File: config.mk
export PLATFORM = sky130hd
export DESIGN_NAME = hazard_ctrl
export DESIGN_NICKNAME = d
export VERILOG_FILES = /design/src/rtl/hazard_ctrl.sv
export SDC_FILE = /design/constraint.sdc
export NUM_CORES = 1
export LEC_CHECK = 0
export CORE_ASPECT_RATIO = 0.6
export CORE_MARGIN = 2
export CORE_UTILIZATION = 46
export DETAILED_ROUTE_END_ITERATION = 10
export GPL_TIMING_DRIVEN = 0
export PLACE_DENSITY = 0.79
export SYNTH_ARGS = -nofsm -noshare
export SYNTH_HDL_FRONTEND = slang
export SYNTH_SLANG_ARGS = --single-unit
File: constraint.sdc
create_clock -name clk -period 3 [get_ports clk]
set_clock_uncertainty 0.1 [all_clocks]
set_input_delay 0.6 -clock clk [delete_from_list [all_inputs] [get_ports clk]]
set_output_delay 0.6 -clock clk [all_outputs]
set_load 0.02 [all_outputs]
File: src/rtl/hazard_ctrl.sv
// hazard_ctrl: RAW hazard detection, stall and operand forwarding selects.
// Optional forwarding network: define HAZARD_FWD_EN to enable it.
module hazard_ctrl #(
   parameter int REG_ADDR_W = 5,
   parameter int DEPTH      = 3,
   parameter int LOAD_LAT   = 1,
   parameter int CNT_W      = 16,
   parameter int SEL_W      = $clog2(DEPTH + 1)
) (
   input  logic                  clk,
   input  logic                  reset,
   input  logic                  id_valid,
   input  logic [REG_ADDR_W-1:0] id_rs1,
   input  logic [REG_ADDR_W-1:0] id_rs2,
   input  logic                  id_rs1_used,
   input  logic                  id_rs2_used,
   input  logic [REG_ADDR_W-1:0] id_rd,
   input  logic                  id_rd_we,
   input  logic                  id_is_load,
   input  logic                  flush,
   output logic                  stall,
   output logic                  issue,
   output logic [SEL_W-1:0]      fwd_rs1_sel,
   output logic [SEL_W-1:0]      fwd_rs2_sel,
   output logic [DEPTH-1:0]      inflight,
   output logic [CNT_W-1:0]      stall_count
);

   logic [DEPTH-1:0]      r_vld;
   logic [DEPTH-1:0]      r_ld;
   logic [REG_ADDR_W-1:0] r_rd [DEPTH];
   logic [CNT_W-1:0]      r_cnt;

   logic [DEPTH-1:0]      w_m1;
   logic [DEPTH-1:0]      w_m2;
   logic                  w_ldhaz;
   logic                  w_hazard;
   logic                  w_stall;
   logic                  w_issue;
   logic                  w_new_vld;

   // Youngest match decides: a younger non-load producer hides an older load.
   function automatic logic f_ldhaz(
      input logic [DEPTH-1:0] m,
      input logic [DEPTH-1:0] ld
   );
      logic r;
      r = 1'b0;
      for (int i = DEPTH - 1; i >= 0; i--) begin
         if (m[i]) begin
            r = ld[i] && (i < LOAD_LAT);
         end
      end
      return r;
   endfunction

`ifdef HAZARD_FWD_EN
   // Select value is youngest matching index plus one, 0 when no match.
   function automatic logic [SEL_W-1:0] f_sel(
      input logic [DEPTH-1:0] m
   );
      logic [SEL_W-1:0] s;
      s = '0;
      for (int i = DEPTH - 1; i >= 0; i--) begin
         if (m[i]) begin
            s = SEL_W'(i + 1);
         end
      end
      return s;
   endfunction
`endif

   // Per-entry RAW match for each source operand; x0 never matches.
   always_comb begin
      w_m1 = '0;
      w_m2 = '0;
      for (int i = 0; i < DEPTH; i++) begin
         w_m1[i] = id_rs1_used && (id_rs1 != '0) &&
                   r_vld[i] && (r_rd[i] == id_rs1);
         w_m2[i] = id_rs2_used && (id_rs2 != '0) &&
                   r_vld[i] && (r_rd[i] == id_rs2);
      end
   end

   assign w_ldhaz = f_ldhaz(w_m1, r_ld) | f_ldhaz(w_m2, r_ld);

`ifdef HAZARD_FWD_EN
   assign w_hazard    = w_ldhaz;
   assign fwd_rs1_sel = f_sel(w_m1);
   assign fwd_rs2_sel = f_sel(w_m2);
`else
   // Any match short of WB stalls; WB is covered by register-file
   // write-through. A load-use match always lies inside that window.
   assign w_hazard    = w_ldhaz |
                        (|w_m1[DEPTH-2:0]) |
                        (|w_m2[DEPTH-2:0]);
   assign fwd_rs1_sel = '0;
   assign fwd_rs2_sel = '0;
`endif

   assign w_stall   = id_valid & w_hazard & ~flush;
   assign w_issue   = id_valid & ~w_stall & ~flush;
   assign w_new_vld = w_issue & id_rd_we & (id_rd != '0);

   // Shift the shadow pipeline; entry 0 takes the issued op or a bubble.
   always_ff @(posedge clk or posedge reset) begin
      if (reset) begin
         r_vld <= '0;
         r_ld  <= '0;
         for (int i = 0; i < DEPTH; i++) begin
            r_rd[i] <= '0;
         end
      end else begin
         r_vld   <= {r_vld[DEPTH-2:0], w_new_vld};
         r_ld    <= {r_ld[DEPTH-2:0], w_new_vld & id_is_load};
         r_rd[0] <= id_rd;
         for (int i = 1; i < DEPTH; i++) begin
            r_rd[i] <= r_rd[i-1];
         end
      end
   end

   // Saturating count of cycles spent stalled.
   always_ff @(posedge clk or posedge reset) begin
      if (reset) begin
         r_cnt <= '0;
      end else if (w_stall && (r_cnt != {CNT_W{1'b1}})) begin
         r_cnt <= r_cnt + CNT_W'(1);
      end
   end

   assign stall       = w_stall;
   assign issue       = w_issue;
   assign inflight    = r_vld;
   assign stall_count = r_cnt;

endmodule

==> results by group <==
Outcome
  • Outcome: completed

Place
  • Placed cell area: 2030 µm²
  • Placer Congestion: 0.897
  • DPL Wire Length: 2650 µm
  • IO buf count: 42

Synthesis
  • Synthesized area: 1540 µm²
  • Main synth FF type: dfrtp_1
  • Share of the synthesized area in the top cell type: 0.471
  • Syn Inst Count: 130
  • Post-synth ARST share: 1.00
  • Post-synth top area cell: dfrtp_1
  • Register area share after synthesis: 0.471
  • Syn_area_per_cell: 11.8 µm²
  • Synth area leaders: dfrtp_1 47%, xnor2_1 10%, xor2_1 9.1%
  • Distinct cells, synth: 30
  • Yosys warns: 0
  • Post-synth EDFFs: 0
  • Flops & latches, synth: 29

Pwr
  • Maximum vdd drop: 228 µV
  • Logic pwr share: 0.117
  • PD cells: 432 nW/µm²
  • P_sw: 0.228 mW
  • Switching part of the total: 0.239
  • Reg power frac: 0.437
  • Clk pwr share: 0.446
  • P_int: 0.726 mW
  • P_leak: 0.968 nW

Worst setup path
  • Critical Path Max Stage Delay: 530 ps
  • CP Cell Sequence: dlygate4sd2_1, or4_1, o21ai_2, o22ai_4, buf_8, nor2b_1, buf_4
  • R2R depth: 7
  • Required time worst endpoint: 2300 ps
  • Crit. End Element: output port
  • Critical Path AT: 2110 ps
  • CP Class: in2out
  • Crit path max fanout: 3
  • CP max-delay cell: or4_1
  • Crit start category: input port

STA
  • Final period util: 0.937
  • Minimum clock period: 2810 ps
  • Max Slew Vio Count: 0
  • Worst Hold Margin: 371 ps
  • Slew headroom: 0.266
  • RSZ-0062 raised after global routing: no
  • Max Fclk: 0.356 GHz
  • Slew @ Worst Pin: 1100 ps
  • Count of final setup violators: 0
  • Fin. Hold Viols: 0

Clock network
  • Total CTS buffers: 5
  • H-tree levels: 2
  • Clk_lat worst skew: 280 ps
  • Clock Sink Count: 29
  • Clock tree root driver cell: clkbuf_8
  • Longest Clk Path Bufs: 2
  • CTS clk-pin slew, worst paths: 70 ps
  • Hold Buf Count CTS: 0
  • CTS tree: built

Drt
  • Routed vias/inst: 5.19
  • Routed WL: 3680 µm
  • 1st-iter DRT viols: 36
  • Vias: 1200
  • Number of remaining DRC errors: 0
  • Wirelength per Cell: 15.9 µm
  • Antenna Nets Post-Route: 0
  • TritonRoute pass-1 iters: 4

Layout
  • Most common cell after layout, fill and taps aside: clkdlybuf4s50_1
  • Area growth, synth to finish: 43.5%
  • Inserted Diodes: 0
  • FILL cells: 237
  • Most frequent cells in the layout: 30 x clkdlybuf4s50_1, 29 x dfrtp_1, 18 x xnor2_1
  • Final nets: 209
  • Fraction of layout cells with a size suffix above 1: 0.215
  • Cell area after layout: 2210 µm²

Global routing
  • Largest net degree at the start of global routing: 30
  • GR Overflow Total: 0
  • Global-route wire length before repair: 6000 µm
  • Vias in the first global route: 1246
  • GRT Overall Usage: 0.206
  • Initial antenna violation count: 0

Min path
  • Hold/Removal Path Class: reg2reg
  • Hold path depth: 0

Floorplanning
  • IO Pins: 48
  • Rows: 16
  • Die W: 78.7 µm
  • Die Ht: 48.8 µm
  • Total core area: 3220 µm²
  • Die ar.: 3840 µm²
  • Initial Util: 0.478

Run
  • MaxCap Viol Count: 0
power by group through the flow:
| stage | registers (mW) | clock network (mW) | logic (mW) |
|---|---|---|---|
| 4_1_cts | 0.415 | 0.429 | 0.105 |
| 3_3_place_gp | 0.422 | 0 | 0.104 |
| 5_1_grt | 0.417 | 0.452 | 0.120 |
| 3_5_place_dp | 0.422 | 0 | 0.107 |
| 2_1_floorplan | 0.423 | 0 | 0.0511 |
| 6_report | 0.417 | 0.426 | 0.111 |
cells by family after synthesis:
family          Yosys count  share of synthesized area
fa+ha+maj                 1                    0.00812
other cells               1                    0.00243
xor+xnor                 35                      0.204
compound gates            6                     0.0398
simple gates             48                      0.226
buf+inv                   9                     0.0414
mux                       1                    0.00731
flops                    29                      0.471
synthesized netlist by cell type, types with 2 or more instances:
cell and count:
xor2_1 16, and4_1 3, nand4_1 4, dfrtp_1 29
nor4_1 4, or4_1 3, and3_1 6, nor2_1 6
and2_1 2, xnor2_1 18, inv_1 3, nand3_2 8
a32oi_1 2, buf_4 5, o21ai_2 2, nand3_1 5
final timing paths:
kind	slack [ps]	start	end
min in group asynchronous	790	reset	inflight[2]$_DFF_PP0_
max in group asynchronous	1330	reset	r_rd[9]$_DFF_PP0_
worst max-delay path	190	id_rs2[2]	stall
worst min-delay path	370	inflight[0]$_DFF_PP0_	inflight[1]$_DFF_PP0_
worst min register to register	370	inflight[0]$_DFF_PP0_	inflight[1]$_DFF_PP0_
worst max register to register	590	stall_count[0]$_DFFE_PP0P_	stall_count[4]$_DFFE_PP0P_
repair_timing:
action,CTS,global route
hold endpoints to repair,0,0
buffers inserted,2,1
resized for setup,16,10
pin swaps,7,7
setup endpoints to repair,2,2
per-layer routing:
layer / part of all wire / track usage / up-vias
li1: - / - / 561
met1: 0.47 / 0.274 / 598
met5: 0 / 0 / -
met4: 0.012 / 0.0614 / 0
met2: 0.46 / 0.318 / 37
met3: 0.059 / 0.0722 / 4
critical path: cells and delay by family:
kind            cells  cell delay, ps
compound gates      2             290
buf+inv             3             570
simple gates        2             640
layout make-up:
class                           count  area [µm²]  area share
Clock inverter                      2        37.5      0.0170
Multi-Input combinational cell     95         807       0.365
Sequential cell                    29         726       0.328
Tap cell                           45        56.3      0.0255
Timing Repair Buffer               45         438       0.198
Clock buffer                        6        82.6      0.0374
Buffer                              6        52.6      0.0238
Inverter                            3        11.3     0.00509
metrics by stage:
step	worst slack (ps)	utilization	cells	total power, mW	TNS, ps
5_1_grt	86.8	0.686	231	0.990	0
4_1_cts	3.46	0.669	230	0.949	0
2_1_floorplan	255	-	133	0.474	0
3_3_place_gp	-750	0.629	220	0.526	-1350
6_report	188	0.686	231	0.954	0
3_5_place_dp	-815	0.629	220	0.529	-1480
state kept, by name (all words and copies together), names as in the netlist:
name,flops
inflight,3
r_rd,10
stall_count,16
No activity file was read; power rests on OpenSTA's default activity.
